===== src/rtl/gtech_mux_arb.sv =====
// gtech_mux_arb
//
// Registered N:1 multiplexer with valid/ready flow control on every input
// channel and on the output. The channel is picked either by an explicit
// select (MODE=0) or by a round-robin arbiter (MODE=1). A single output
// register gives a timing break while still allowing one transfer per
// cycle when the consumer keeps ZR high.
//
// Ports:
//   CLK   - clock, all state changes on the rising edge
//   RST   - synchronous active-high reset
//   LOCK  - (only with GTECH_MUX_ARB_LOCK_EN) keep granting the channel in ZCH
//   D     - packed channel data, channel i at D[i*W +: W]
//   DV    - per-channel valid
//   DR    - per-channel ready (one-hot or zero), combinational
//   MODE  - 0 = select-driven, 1 = round-robin
//   S     - channel select used in MODE=0
//   Z     - registered output data
//   ZCH   - index of the channel held in Z
//   ZV    - output valid
//   ZR    - output ready from the consumer
//
// Optional feature macro: GTECH_MUX_ARB_LOCK_EN adds the LOCK input.

module gtech_mux_arb #(
   parameter int N  = 8,
   parameter int W  = 1,
   parameter int SW = $clog2(N)
) (
   input  logic           CLK,
   input  logic           RST,
`ifdef GTECH_MUX_ARB_LOCK_EN
   input  logic           LOCK,
`endif
   input  logic [N*W-1:0] D,
   input  logic [N-1:0]   DV,
   output logic [N-1:0]   DR,
   input  logic           MODE,
   input  logic [SW-1:0]  S,
   output logic [W-1:0]   Z,
   output logic [SW-1:0]  ZCH,
   output logic           ZV,
   input  logic           ZR
);

   localparam logic [SW:0]   N_EXT = (SW+1)'(N);
   localparam logic [SW-1:0] LAST  = SW'(N-1);

   logic          ld;
   logic [SW-1:0] ptr;
   logic [SW-1:0] rr_idx;
   logic          rr_found;
   logic [SW-1:0] gidx;
   logic          gvalid;
   logic          take;
   logic          locked;
   logic          lock_hold;
   logic          advance;
   logic [SW-1:0] ptr_next;

`ifdef GTECH_MUX_ARB_LOCK_EN
   logic          ptr_moved;
`endif

   // The output register can take a new word when it is empty or when the
   // consumer is draining it this same cycle, which avoids a bubble.
   assign ld = !ZV || ZR;

   // Round-robin scan: walk the channels starting at the pointer, wrapping
   // past N-1 back to 0, and remember the first one that has valid set.
   always_comb begin
      int pos;
      pos      = 0;
      rr_idx   = '0;
      rr_found = 1'b0;
      for (int i = 0; i < N; i++) begin
         pos = int'(ptr) + i;
         if (pos >= N) pos = pos - N;
         if (!rr_found && DV[pos]) begin
            rr_found = 1'b1;
            rr_idx   = SW'(pos);
         end
      end
   end

   // Lock qualification. Locking needs a meaningful channel in ZCH, which is
   // the case once something has been held or the pointer has moved.
   always_comb begin
`ifdef GTECH_MUX_ARB_LOCK_EN
      lock_hold = MODE && LOCK;
      locked    = lock_hold && (ZV || ptr_moved);
`else
      lock_hold = 1'b0;
      locked    = 1'b0;
`endif
   end

   // Channel choice and grant. A select beyond the last channel never grants.
   // Reset suppresses every grant so nothing is accepted on the reset edge.
   always_comb begin
      gidx   = '0;
      gvalid = 1'b0;
      if (!MODE) begin
         gidx = S;
         if ({1'b0, S} < N_EXT) gvalid = DV[S];
      end else if (locked) begin
         gidx   = ZCH;
         gvalid = DV[ZCH];
      end else begin
         gidx   = rr_idx;
         gvalid = rr_found;
      end
      take = gvalid && ld && !RST;
      DR   = '0;
      if (take) DR[gidx] = 1'b1;
   end

   // The pointer only moves on a round-robin grant, to the channel after the
   // granted one, and is frozen while a lock is requested.
   assign advance  = take && MODE && !lock_hold;
   assign ptr_next = (gidx == LAST) ? '0 : gidx + 1'b1;

   // Output register and arbiter pointer. With no grant the data and channel
   // index are left stale; only the valid flag drops once the word is taken.
   always_ff @(posedge CLK) begin
      if (RST) begin
         Z   <= '0;
         ZCH <= '0;
         ZV  <= 1'b0;
         ptr <= '0;
      end else begin
         if (take) begin
            Z   <= D[int'(gidx)*W +: W];
            ZCH <= gidx;
            ZV  <= 1'b1;
         end else if (ZR) begin
            ZV  <= 1'b0;
         end
         if (advance) ptr <= ptr_next;
      end
   end

`ifdef GTECH_MUX_ARB_LOCK_EN
   // Remembers that the pointer has advanced since reset, which makes ZCH a
   // valid lock target even after the output has drained.
   always_ff @(posedge CLK) begin
      if (RST) ptr_moved <= 1'b0;
      else if (advance) ptr_moved <= 1'b1;
   end
`endif

endmodule

===== config.mk =====
export PLATFORM = sky130hd
export DESIGN_NAME = gtech_mux_arb
export DESIGN_NICKNAME = d
export VERILOG_FILES = /design/src/rtl/gtech_mux_arb.sv
export SDC_FILE = /design/constraint.sdc
export NUM_CORES = 1
export LEC_CHECK = 0
export ABC_AREA = 0
export CORE_UTILIZATION = 47
export DETAILED_ROUTE_END_ITERATION = 6
export PLACE_DENSITY = 0.75
export SETUP_SLACK_MARGIN = 0.02
export SYNTH_ARGS = -nofsm -noshare
export SYNTH_HDL_FRONTEND = slang
export SYNTH_SLANG_ARGS = --single-unit

===== constraint.sdc =====
create_clock -name CLK -period 5.2 [get_ports CLK]
set_input_delay 1.04 -clock CLK [delete_from_list [all_inputs] [get_ports CLK]]
set_output_delay 1.04 -clock CLK [all_outputs]
set_load 0.005 [all_outputs]

==> out/summary.txt <==
most frequent CP cell = clkdlybuf4s50_1
commonest cells in the netlist = nor2_1 (26), mux4_2 (13), inv_1 (12), mux2i_1 (12), nand2_1 (10)
n_diodes = 0
cell with the most instances after synthesis = nor2_1
FF-to-FF path depth = 12
cell at the slowest stage of the critical path = mux4_2
Final Instance Count excl. Fillers = 309
placed instance area = 2292 um^2
clk buf depth = 2
cell area after layout = 2396 um^2
CTS sink cnt = 8
mean area per synthesized cell = 8.358 um^2
Setup Skew = 2.100 ps
fraction of layout cells with a size suffix above 1 = 32.70%
Post-synth ARST share = 0%
Tot GR Track Use = 27.53%
critical path depth in cells = 10
Bufs and invs on worst path = 2
Post-Syn Area = 1647 um^2
drt first-iter violations = 91
Hold Path Class = flip-flop to flip-flop
HPWL after DPL = 3976 um
fin worst setup slack = 94.59 ps
die area = 3744 um^2
reg-to-reg critical path startpoint = ptr[1]
Final ANT Viol Nets = 0
critical-path cell list = clkdlybuf4s50_1 -> mux2_2 -> mux4_2 -> o21bai_4 -> or3b_4 -> or2_4 -> a31oi_4 -> nand2b_4 -> nor2_1 -> clkdlybuf4s50_1
TritonCTS buffer count = 3
setup violators final = 0
Rows = 21
Max stage delay on crit path = 490 ps
final setup TNS = 0 ps
drt wl/cell = 16.95 um
Detailed Routing Iterations Pass 1 = 6
Reg power frac = 15.9%
Placer Congestion = 0.8703
largest net degree at the start of global routing = 20
synth top area cells = mux4_2 (18%), dfxtp_1 (9.7%), mux2i_1 (7.3%)
Setup WS pre-CTS = -72.11 ps
Synth warnings = 0
register area share after synthesis = 9.726%
Pleak = 1.045 nW
Logic pwr share = 73.7%
minimum clock period = 5105 ps
VDD IR max = 0.09760 mV
RSZ-0062 raised after global routing = false
CTS root buffer = clkbuf_4
Synth area leader = mux4_2
Critical Path Start = DV[7]
CP endpoint = DR[1]
clock share of power = 10.4%
hold-fix buffers at CTS = 0
CP Launch Type = input pin
Core Util, Final = 71.80%
synthesis-to-layout area growth = 45.52%
power per cell area = 190.0 nW/um^2
worst-path maximum fanout = 5
number of global-route vias before repair = 1,709
starting density of the core = 49.34%
CP Class = input pin to primary output
outcome = finished, final reports clean
Worst Tran Pin Value = 573.0 ps
grt ovf = 0
PortBufs = 35
dominant register cell in the synthesized netlist = dfxtp_1
delay-heaviest family, CP = simple AND/OR/NAND/NOR gates
max-slew violations = 0
vias = 1,848
internal power = 0.2670 mW
synth unique cells = 59
Final nets = 290
clock latency on the worst-skew pair = 250 ps
die width = 61.19 um
total power = 0.4553 mW
initial antenna violation count = 0
# IOs = 36
Die H = 61.19 um
Post-synth EDFFs = 0
Critical Path RT = 4160 ps
Crit. End Element = primary output
share of the synthesized area in the top cell type = 17.78%
r2r setup slk = 1360 ps
Worst Path Arrival = 4070 ps
Cells after DPL = 305
flops & latches, synth = 8
post-synthesis cell count = 197
crit share post-route = 98.18%
Mapped Nets = 222
Reg clk slew, reported paths = 50 ps
fmax = 0.1959 GHz
Sw Share = 41.35%
worst hold margin = 455.0 ps
routed wire length = 5239 um
Worst R2R End = Z
Core ar. = 3337 um^2
Final Hold Fails = 0
Slew HR = 61.74%
first-pass GRT wire length = 7714 um
mean number of vias per cell = 5.981
max cap viols = 0
CTS tree = done
# DRC = 0
Max H-tree Level = 1
NetSw = 0.1882 mW
-- layer usage --
layer | routed length, um | global-route usage [%] | vias to the layer above
met2 | 2709 | 47.98 | 58
met3 | 190 | 0.2101 | 14
met5 | 0 | 0 | -
met4 | 141 | 10.71 | 0
met1 | 2197 | 36.53 | 889
li1 | - | - | 887
-- cell type report --
class,instances,area (um^2)
multi-input cells,163,1439
fillers,274,940.9
repair buffers,76,668.1
flip-flops and latches,8,160.2
well taps,46,57.56
inverters,13,48.80
clock buffers,3,22.52
-- power by group through the flow --
stage	logic [mW]	clock network, mW	registers, mW
2_1_floorplan	0.195	0	0.0710
3_3_place_gp	0.309	0	0.0733
3_5_place_dp	0.314	0	0.0733
4_1_cts	0.316	0.0464	0.0723
5_1_grt	0.361	0.0483	0.0732
6_report	0.335	0.0476	0.0723
-- logic make-up (layout without fill, tap and decap cells) --
group | after synthesis | count (layout) | share of synthesized area, %
AO/OA/AOI/OAI | 56 | 56 | 27.89
XOR/XNOR | 4 | 4 | 2.128
adder cells (fa/ha/maj) | 2 | 2 | 1.520
AND/OR/NAND/NOR | 66 | 66 | 20.06
flip-flops | 8 | 8 | 9.726
multiplexers | 35 | 35 | 31.92
buffers and inverters | 26 | 92 | 6.763
-- worst reg2reg max path, delay by kind of cell, from the launching register on --
family                   cells  cell delay [ps]
AO/OA/AOI/OAI                4              650
adder cells (fa/ha/maj)      1              550
buffers and inverters        2              260
flip-flops                   1              330
multiplexers                 3             1220
AND/OR/NAND/NOR              2              700
-- repair_timing --
action | in CTS | in global routing
buffers inserted | 0 | 1
pin swaps | 0 | 2
resized for setup | 6 | 16
setup endpoints to repair | 8 | 8
-- placed cells by master, fill, tap and decap left out, types with 2 or more instances in the layout --
| cell | count |
|---|---|
| a211o_1 | 3 |
| a21oi_1 | 9 |
| a22o_1 | 2 |
| a22oi_1 | 2 |
| a31oi_1 | 2 |
| and2_1 | 5 |
| buf_4 | 41 |
| clkbuf_4 | 3 |
| clkdlybuf4s50_1 | 25 |
| dfxtp_1 | 8 |
| dlygate4sd2_1 | 4 |
| dlymetal6s2s_1 | 6 |
| ha_1 | 2 |
| inv_1 | 12 |
| mux2_2 | 9 |
| mux2i_1 | 11 |
| mux4_2 | 13 |
| nand2_1 | 9 |
| nand2_2 | 2 |
| nand2b_1 | 4 |
| nand2b_4 | 2 |
| nand4_1 | 3 |
| nor2_1 | 26 |
| nor2b_1 | 6 |
| o2111a_1 | 2 |
| o211ai_1 | 5 |
| o21ai_0 | 4 |
| o22ai_1 | 3 |
| xor2_1 | 3 |
-- how the worst min path moves through the flow --
stage / startpoint / endpoint / slack, ps / depth (start not counted)
finish: ZCH[2] / ZCH[2] / 460 / 2
detailed placement: ZCH[2] / ZCH[2] / 450 / 2
floorplan: ZCH[1] / ZCH[1] / 450 / 2
CTS: ZCH[2] / ZCH[2] / 460 / 2
global placement: ZCH[2] / ZCH[2] / 440 / 2
global route: ZCH[2] / ZCH[2] / 490 / 2
-- registers in the layout (all words and copies together) (netlist names) --
name  count
ZCH       3
ptr       3
Z         1
ZV        1
No activity file was read; power rests on OpenSTA's default activity.
